### src/rtl/regfile_mp.sv
// regfile_mp
// Multi-port integer register file for the RV32 core.
//   - Two write ports: W0 (ALU / PC+4 writeback) and W1 (late load data).
//     When both hit the same register in one cycle, W1 wins.
//   - Two combinational read ports with same-cycle write-to-read bypass.
//   - One pending bit per register so decode can detect hazards.
//   - After reset, a clear sequence zeroes one entry per cycle while busy=1.
// Ports:
//   clk, rst                 clock and synchronous active-high reset
//   busy                     high while the clear sequence runs
//   we0/waddr0/wdata0        write port W0
//   we1/waddr1/wdata1        write port W1
//   alloc_en/alloc_rd        mark a destination register as pending
//   raddr0/raddr1            read addresses
//   rdata0/rdata1            combinational read data
//   rready0/rready1          read data is valid (register not pending)
module regfile_mp #(
    parameter int DATA_W   = 32,
    parameter int DEPTH    = 32,
    parameter int ADDR_W   = $clog2(DEPTH),
    parameter int ZERO_REG = 1
) (
    input  logic              clk,
    input  logic              rst,
    output logic              busy,
    input  logic              we0,
    input  logic [ADDR_W-1:0] waddr0,
    input  logic [DATA_W-1:0] wdata0,
    input  logic              we1,
    input  logic [ADDR_W-1:0] waddr1,
    input  logic [DATA_W-1:0] wdata1,
    input  logic              alloc_en,
    input  logic [ADDR_W-1:0] alloc_rd,
    input  logic [ADDR_W-1:0] raddr0,
    input  logic [ADDR_W-1:0] raddr1,
    output logic [DATA_W-1:0] rdata0,
    output logic [DATA_W-1:0] rdata1,
    output logic              rready0,
    output logic              rready1
);

    typedef enum logic {
        CLEAR,
        RUN
    } state_t;

    localparam bit ZR = (ZERO_REG != 0);
    localparam logic [ADDR_W:0] LAST_IDX = (ADDR_W + 1)'(DEPTH - 1);
    localparam logic [ADDR_W:0] IDX_ONE  = (ADDR_W + 1)'(1);

    state_t            state;
    logic [ADDR_W:0]   clr_idx;
    logic [DEPTH-1:0]  pending;
    logic [DATA_W-1:0] mem [DEPTH];

    logic run;
    logic wr0_ok;
    logic wr1_ok;
    logic alloc_ok;

    assign run  = (state == RUN);
    assign busy = ~run;

    // Effective write/alloc strobes: nothing lands while clearing, and
    // register 0 is hard-wired when ZERO_REG is set.
    assign wr0_ok   = run & we0 & ~(ZR & (waddr0 == '0));
    assign wr1_ok   = run & we1 & ~(ZR & (waddr1 == '0));
    assign alloc_ok = run & alloc_en & ~(ZR & (alloc_rd == '0));

    // Control state: clear sequencer and pending scoreboard. The alloc
    // update comes last so it overrides a write to the same register
    // (the newly issued instruction is the outstanding producer).
    always_ff @(posedge clk) begin
        if (rst) begin
            state   <= CLEAR;
            clr_idx <= '0;
            pending <= '0;
        end else begin
            case (state)
                CLEAR: begin
                    clr_idx <= clr_idx + IDX_ONE;
                    if (clr_idx == LAST_IDX) begin
                        state <= RUN;
                    end
                end
                RUN: begin
                    if (wr0_ok) begin
                        pending[waddr0] <= 1'b0;
                    end
                    if (wr1_ok) begin
                        pending[waddr1] <= 1'b0;
                    end
                    if (alloc_ok) begin
                        pending[alloc_rd] <= 1'b1;
                    end
                end
                default: state <= CLEAR;
            endcase
        end
    end

    // Storage array. W1 is written after W0 so it wins on a collision.
    always_ff @(posedge clk) begin
        if (!rst) begin
            if (state == CLEAR) begin
                mem[clr_idx[ADDR_W-1:0]] <= '0;
            end else begin
                if (wr0_ok) begin
                    mem[waddr0] <= wdata0;
                end
                if (wr1_ok) begin
                    mem[waddr1] <= wdata1;
                end
            end
        end
    end

    // Read ports. Priority: busy, hard-wired zero, W1 bypass, W0 bypass,
    // then stored value qualified by the scoreboard.
    always_comb begin
        rdata0  = '0;
        rready0 = 1'b0;
        if (run) begin
            if (ZR && (raddr0 == '0)) begin
                rdata0  = '0;
                rready0 = 1'b1;
            end else if (we1 && (waddr1 == raddr0)) begin
                rdata0  = wdata1;
                rready0 = 1'b1;
            end else if (we0 && (waddr0 == raddr0)) begin
                rdata0  = wdata0;
                rready0 = 1'b1;
            end else begin
                rdata0  = mem[raddr0];
                rready0 = ~pending[raddr0];
            end
        end
    end

    always_comb begin
        rdata1  = '0;
        rready1 = 1'b0;
        if (run) begin
            if (ZR && (raddr1 == '0)) begin
                rdata1  = '0;
                rready1 = 1'b1;
            end else if (we1 && (waddr1 == raddr1)) begin
                rdata1  = wdata1;
                rready1 = 1'b1;
            end else if (we0 && (waddr0 == raddr1)) begin
                rdata1  = wdata0;
                rready1 = 1'b1;
            end else begin
                rdata1  = mem[raddr1];
                rready1 = ~pending[raddr1];
            end
        end
    end

endmodule

### config.mk
export PLATFORM = sky130hd
export DESIGN_NAME = regfile_mp
export DESIGN_NICKNAME = d
export VERILOG_FILES = /design/src/rtl/regfile_mp.sv
export SDC_FILE = /design/constraint.sdc
export NUM_CORES = 2
export LEC_CHECK = 0
export ABC_CLOCK_PERIOD_IN_PS = 5000
export CAP_MARGIN = 10
export CORE_MARGIN = 3
export CORE_UTILIZATION = 45
export CTS_CLUSTER_DIAMETER = 200
export DETAILED_ROUTE_END_ITERATION = 7
export PLACE_DENSITY = 0.63
export SLEW_MARGIN = 20
export SYNTH_ARGS = -nofsm -noshare
export SYNTH_HDL_FRONTEND = slang
export SYNTH_SLANG_ARGS = --single-unit
### constraint.sdc
create_clock -name clk -period 5 [get_ports clk]
set_input_delay 1 -clock clk [delete_from_list [all_inputs] [get_ports clk]]
set_output_delay 1 -clock clk [all_outputs]
set_load 0.01 [all_outputs]
# After elaboration in Yosys (flattened, before gate mapping)
# Memory sizes are Yosys's and may differ from the RTL's.
# Cells that the tools add are included.
# Widths: inputs -> output; s select.
# totals
memories	1
in_bits	94
reg_bits	39
ram_bits	1024
wordCells	97
output_inout_bits	67
# memory_table
name	depth	word_bits	read_ports	rd_clocked_by_memory_dff	wr	line_no	source
mem	32	32	2	0	2	54	logic [DATA_W-1:0] mem [DEPTH];
# classes
eq_ne	5
order_cmp	8
n_reduce_logical	13
addsub	1
mux	49
bitwise	17
# ops
cell	n
$mux 32	16
$and 32x32->32	2
$not 32->32	2
$or 32x32->32	1
$reduce_or 32->1	1
$lt 5x6->1 const B	5
$mux 1	27
$logic_not 5->1	5
$eq 5x5->1	4
$demux 1 s5	3
$ge 5x1->1 const B	3
$bmux 1 s5	2
$logic_and 1x1->1	7
$add 6x1->6 const B	1
$and 1x1->1	6
$eq 6x5->1 const B	1
$not 1->1	6
$mux 5	1

# Depth between registers and ports, before layout
# logic_depth
word_depth	15
ltp_mapped	10
ltp_nobuf	6

# Worst setup path before layout
# OpenSTA, ideal clock, no wires.
# synth_path
kind	in2reg
startpoint	in waddr0[2]
endpoint	mem mem[13][0] (enable)
t_required_ns	4.567
n_path_buf	4
setup_ns	0.433
stages	9
path_slack_ns	0.587
arrival_time_ns	3.981
cell_sequence	buf_2 nor3_4 a211oi_4 buf_4 buf_4 buf_4 nor3_1 a21oi_2 o22ai_1
# synth_rtl
element	line_no	source
start: declaration	27	input logic [ADDR_W-1:0] waddr0,
end: declaration	54	

# Worst setup path in the final report
# layout_path
startpoint	in raddr0[4]
endpoint	out rdata0[26]
# layout_via
elab_chain_len	6
word_cells_on_any_way	10
cone_classes	eq/ne: 2; mux: 4; reduce/logical: 3; memory: 1
# layout_lines
element	line_no	source
start: declaration	34	input logic [ADDR_W-1:0] raddr0,
parallel branches: the longest is 4 deep, another holds $mem_v2 32x32	--	
$mux 32 *	124	if (ZR && (raddr0 == '0)) begin
$mux 32 *	123	if (run) begin
end: declaration	36	output logic [DATA_W-1:0] rdata0,
# Mark *: on every way between the ends.

==> impl_metrics.prom <==
# TYPE chip_impl_metric gauge
chip_impl_info{name="yosys_most_used_dff",value="edfxtp_1"} 1
chip_impl_metric{name="dr.pass1.iters",unit=""} 8
chip_impl_info{name="worst-setup-path-type",value="input port to output port"} 1
chip_impl_metric{name="grt_max_degree",unit=""} 87
chip_impl_metric{name="power.sequential.fraction",unit=""} 0.481
chip_impl_metric{name="finalClockSkew",unit="ps"} 59.0
chip_impl_metric{name="core_area",unit="um2"} 138000
chip_impl_metric{name="post-layout-total-power",unit="mW"} 20.2
chip_impl_metric{name="hpwlAfterDp",unit="um"} 178000
chip_impl_metric{name="layout-drive-gt1-share",unit=""} 0.236
chip_impl_metric{name="power.combinational.fraction",unit=""} 0.101
chip_impl_metric{name="cts_max_path_buffers",unit=""} 3
chip_impl_info{name="worst_setup_path_end_kind",value="output port"} 1
chip_impl_metric{name="number_of_standard_cells_in_the_layout_taps_in_and_fillers_out",unit=""} 7738
chip_impl_metric{name="routedWlPerCell",unit="um"} 35.3
chip_impl_metric{name="first_global_vias",unit=""} 51116
chip_impl_metric{name="syn-num-nets",unit=""} 5815
chip_impl_metric{name="number_of_h_tree_branching_levels",unit=""} 3
chip_impl_metric{name="relSlewSlack",unit=""} 0.257
chip_impl_metric{name="num_io_pins",unit=""} 161
chip_impl_info{name="tritoncts",value="done"} 1
chip_impl_metric{name="grt_pass1_wl",unit="um"} 380000
chip_impl_metric{name="setup_viol",unit=""} 0
chip_impl_info{name="kind_of_start_point_of_the_critical_path",value="input port"} 1
chip_impl_metric{name="max-cap-violations",unit=""} 0
chip_impl_metric{name="antenna_violations_before_repair",unit=""} 14
chip_impl_metric{name="timing.final.crit_share",unit=""} 0.999
chip_impl_metric{name="netlist_instances",unit=""} 5720
chip_impl_metric{name="gp_congestion",unit=""} 0.979
chip_impl_metric{name="max_slew.worst_pin.slew",unit="ps"} 1120
chip_impl_metric{name="die_area",unit="um2"} 143000
chip_impl_metric{name="synth.lib_cells_used.distinct",unit=""} 69
chip_impl_metric{name="clock_latency",unit="ps"} 780
chip_impl_metric{name="timing_max_transition_violations_final",unit=""} 0
chip_impl_metric{name="critical_path_required",unit="ps"} 4000
chip_impl_metric{name="remaining_drc_errors",unit=""} 52
chip_impl_info{name="root_cell_of_the_clock_tree",value="clkbuf_16"} 1
chip_impl_info{name="worst_path_most_repeated_cell",value="buf_4"} 1
chip_impl_info{name="rsz_0062_raised_after_global_routing",value="true"} 1
chip_impl_metric{name="max-vdd-ir-drop",unit="mV"} 0.286
chip_impl_metric{name="syn_area_per_cell",unit="um2"} 10.9
chip_impl_metric{name="worstPathArrival",unit="ps"} 3990
chip_impl_info{name="violations",value="DRC"} 1
chip_impl_metric{name="synth.ff_latch_count",unit=""} 1063
chip_impl_metric{name="reg2reg_depth",unit=""} 7
chip_impl_metric{name="number_of_synthesis_warnings",unit=""} 0
chip_impl_metric{name="critical_path_peak_fanout",unit=""} 10
chip_impl_metric{name="layout_min_cycle_time",unit="ps"} 4990
chip_impl_metric{name="clock_sinks",unit=""} 1063
chip_impl_metric{name="routed_via_density",unit=""} 6.97
chip_impl_metric{name="floorplan.die.height",unit="um"} 379
chip_impl_metric{name="final_critical_path_setup_slack",unit="ps"} 5.46
chip_impl_metric{name="io_buffers",unit=""} 160
chip_impl_metric{name="synth_sequential_area_ratio",unit=""} 0.504
chip_impl_metric{name="flow.area_growth_from_synthesis",unit="%"} 17.5
chip_impl_metric{name="synth-async-reset-ratio",unit=""} 0
chip_impl_metric{name="total_cts_buffers",unit=""} 115
chip_impl_metric{name="hold-path-cell-count",unit=""} 2
chip_impl_metric{name="power.net_switching",unit="mW"} 5.04
chip_impl_metric{name="crit_path_max_incr_delay",unit="ps"} 600
chip_impl_metric{name="routed-via-count",unit=""} 53939
chip_impl_metric{name="power_per_cell_area",unit="nW/um2"} 274
chip_impl_metric{name="grt-ovfl-total",unit=""} 0
chip_impl_metric{name="start_util",unit=""} 0.454
chip_impl_metric{name="cellLeakagePower",unit="nW"} 26.5
chip_impl_info{name="crit_path_slowest_cell",value="clkdlybuf4s50_1"} 1
chip_impl_metric{name="finalCoreUtilization",unit=""} 0.534
chip_impl_metric{name="cts.hold.buffers_added",unit=""} 0
chip_impl_metric{name="netlist_area",unit="um2"} 62500
chip_impl_metric{name="reg_clk_slew_reported_paths",unit="ps"} 50
chip_impl_metric{name="ant_nets",unit=""} 0
chip_impl_info{name="holdCritPathClass",value="register to register"} 1
chip_impl_metric{name="worst_setup_slack_post_dpl",unit="ps"} -576
chip_impl_metric{name="rows",unit=""} 136
chip_impl_metric{name="report.final.hold_viol_count",unit=""} 0
chip_impl_metric{name="number_of_enable_type_register_cells_in_the_synthesized_netlist",unit=""} 1024
chip_impl_metric{name="final_net_count",unit=""} 5931
chip_impl_metric{name="drt_first_iter_violations",unit=""} 9722
chip_impl_metric{name="setup_tns_final",unit="ps"} 0
chip_impl_metric{name="power.share.switching",unit=""} 0.250
chip_impl_metric{name="intPower",unit="mW"} 15.1
chip_impl_metric{name="timing.fmax",unit="MHz"} 200
chip_impl_metric{name="track_usage",unit=""} 0.375
chip_impl_metric{name="dpl.cell_count",unit=""} 7503
chip_impl_metric{name="p_clk_frac",unit=""} 0.419
chip_impl_metric{name="dieWidth",unit="um"} 379
chip_impl_metric{name="totalWireLength",unit="um"} 273000
chip_impl_info{name="worstPathCellList",value="clkdlybuf4s50_1 -> buf_4 -> buf_4 -> buf_4 -> or4_1 -> o21ai_2 -> or3b_2 -> buf_4 -> o221ai_2 -> clkdlybuf4s50_1"} 1
chip_impl_info{name="status",value="finished with violations"} 1
==> worst max-delay path, delay by kind of cell <==
family / cells / cell delay [ps]
compound gates: 2 / 400
simple gates: 2 / 760
buf+inv: 6 / 1800
==> power by group through the flow <==
stage | sequential [mW] | combinational, mW | clock [mW]
2_1_floorplan | 9.87 | 0.933 | 0
3_3_place_gp | 9.87 | 1.89 | 0
3_5_place_dp | 9.88 | 1.90 | 0
4_1_cts | 9.69 | 1.92 | 8.42
5_1_grt | 9.69 | 2.04 | 8.75
6_report | 9.69 | 2.03 | 8.44
==> registers in the layout, summed over array words and instances (netlist names) <==
name	count
clr_idx	6
mem	1024
pending	32
run	1
==> layout make-up <==
class	count	area [um2]
Antenna cell	12	30.0
Clock buffer	158	3110
Clock inverter	55	457
Fill cell	11685	64200
Inverter	66	248
Multi-Input combinational cell	3921	28900
Sequential cell	1063	31500
Tap cell	1794	2240
Timing Repair Buffer	669	7010
==> Yosys cell counts (all sizes together), types with 2 or more instances <==
cell,count,share of area
dfxtp,39,0.012
edfxtp,1024,0.49
o31ai,63,0.0076
and3b,6,0.00084
nor3,108,0.0088
nor2,76,0.0046
nand2,1150,0.070
xnor2,13,0.0018
a2111oi,34,0.0048
a21oi,24,0.0020
and3,6,0.00060
nand3,12,0.00096
a211oi,33,0.0042
and4,2,0.00028
nand2b,49,0.0049
or2,8,0.00080
buf,242,0.021
mux2i,229,0.037
o221ai,64,0.0098
o22ai,154,0.015
nor4b,4,0.00056
or3b,2,0.00028
inv,66,0.0040
o21ai,996,0.080
nor2b,43,0.0043
nand4b,2,0.00028
o21bai,4,0.00048
nor3b,10,0.0014
a22oi,65,0.0078
mux4,272,0.098
nand3b,7,0.00084
a22o,160,0.022
xor2,11,0.0015
a32oi,23,0.0032
clkbuf,428,0.026
nand4,6,0.00060
and2,2,0.00020
mux2,258,0.046
nor4,8,0.00090
or3,4,0.00040
==> metrics by stage <==
step | hold slack (ps) | instance area (um2)
2_1_floorplan | 450 | 62500
3_3_place_gp | 472 | 69300
3_5_place_dp | 475 | 69300
4_1_cts | 482 | 73200
5_1_grt | 494 | 73500
6_report | 483 | 73500
==> cells by family (layout without fill, tap and decap cells) <==
logic type,after synthesis,in the layout,synth area share
AOI/OAI and AO/OA,1628,1628,0.159
xor gates and xnor gates,24,24,0.00336
adders and majority gates,1,1,0.000200
buffers and inverters,736,948,0.0509
DFF,1063,1063,0.504
muxes,759,759,0.181
other,0,12,0
and+or+nand+nor,1509,1509,0.102
==> placed cells by master (no fill, tap or decap), drive strengths merged, types with 7 or more instances in the layout <==
cell,n
nand2,1150
edfxtp,1024
o21ai,996
buf,516
mux4,272
mux2,258
mux2i,229
a22o,160
clkbuf,158
o22ai,154
clkdlybuf4s50,146
nor3,108
nor2,76
inv,67
a22oi,65
o221ai,64
o31ai,63
nand2b,49
clkinv,47
nor2b,43
dfxtp,39
a2111oi,34
a211oi,33
a21oi,24
a32oi,23
xnor2,13
diode,12
nand3,12
xor2,11
nor3b,10
or2,8
nor4,8
nand3b,7
bufinv,7
dlymetal6s2s,7
==> per-layer routing <==
metal  share of wire  global-route usage
met2            0.41               0.522
met3            0.17               0.141
met4           0.074               0.226
met1            0.35               0.496
met5         0.00037                   0
==> final timing paths <==
path | start | to | slack [ps]
worst min register to register | pending[4]$_SDFFE_PP0P_ | pending[4]$_SDFFE_PP0P_ | 480
worst max register to register | run$_SDFF_PP0_ | mem[21][27]$_DFFE_PP_ | 1160
worst max-delay path | raddr0[4] | rdata0[26] | 5
worst min-delay path | pending[4]$_SDFFE_PP0P_ | pending[4]$_SDFFE_PP0P_ | 480
==> what timing repair did <==
action | in CTS | in global routing
pin swaps | 2 | 4
setup buffers | 10 | 0
resized for setup | 41 | 57
hold endpoints to repair | 0 | 0
endpoints found under the setup margin | 38 | 44
Power figures use the tool's default switching activity.
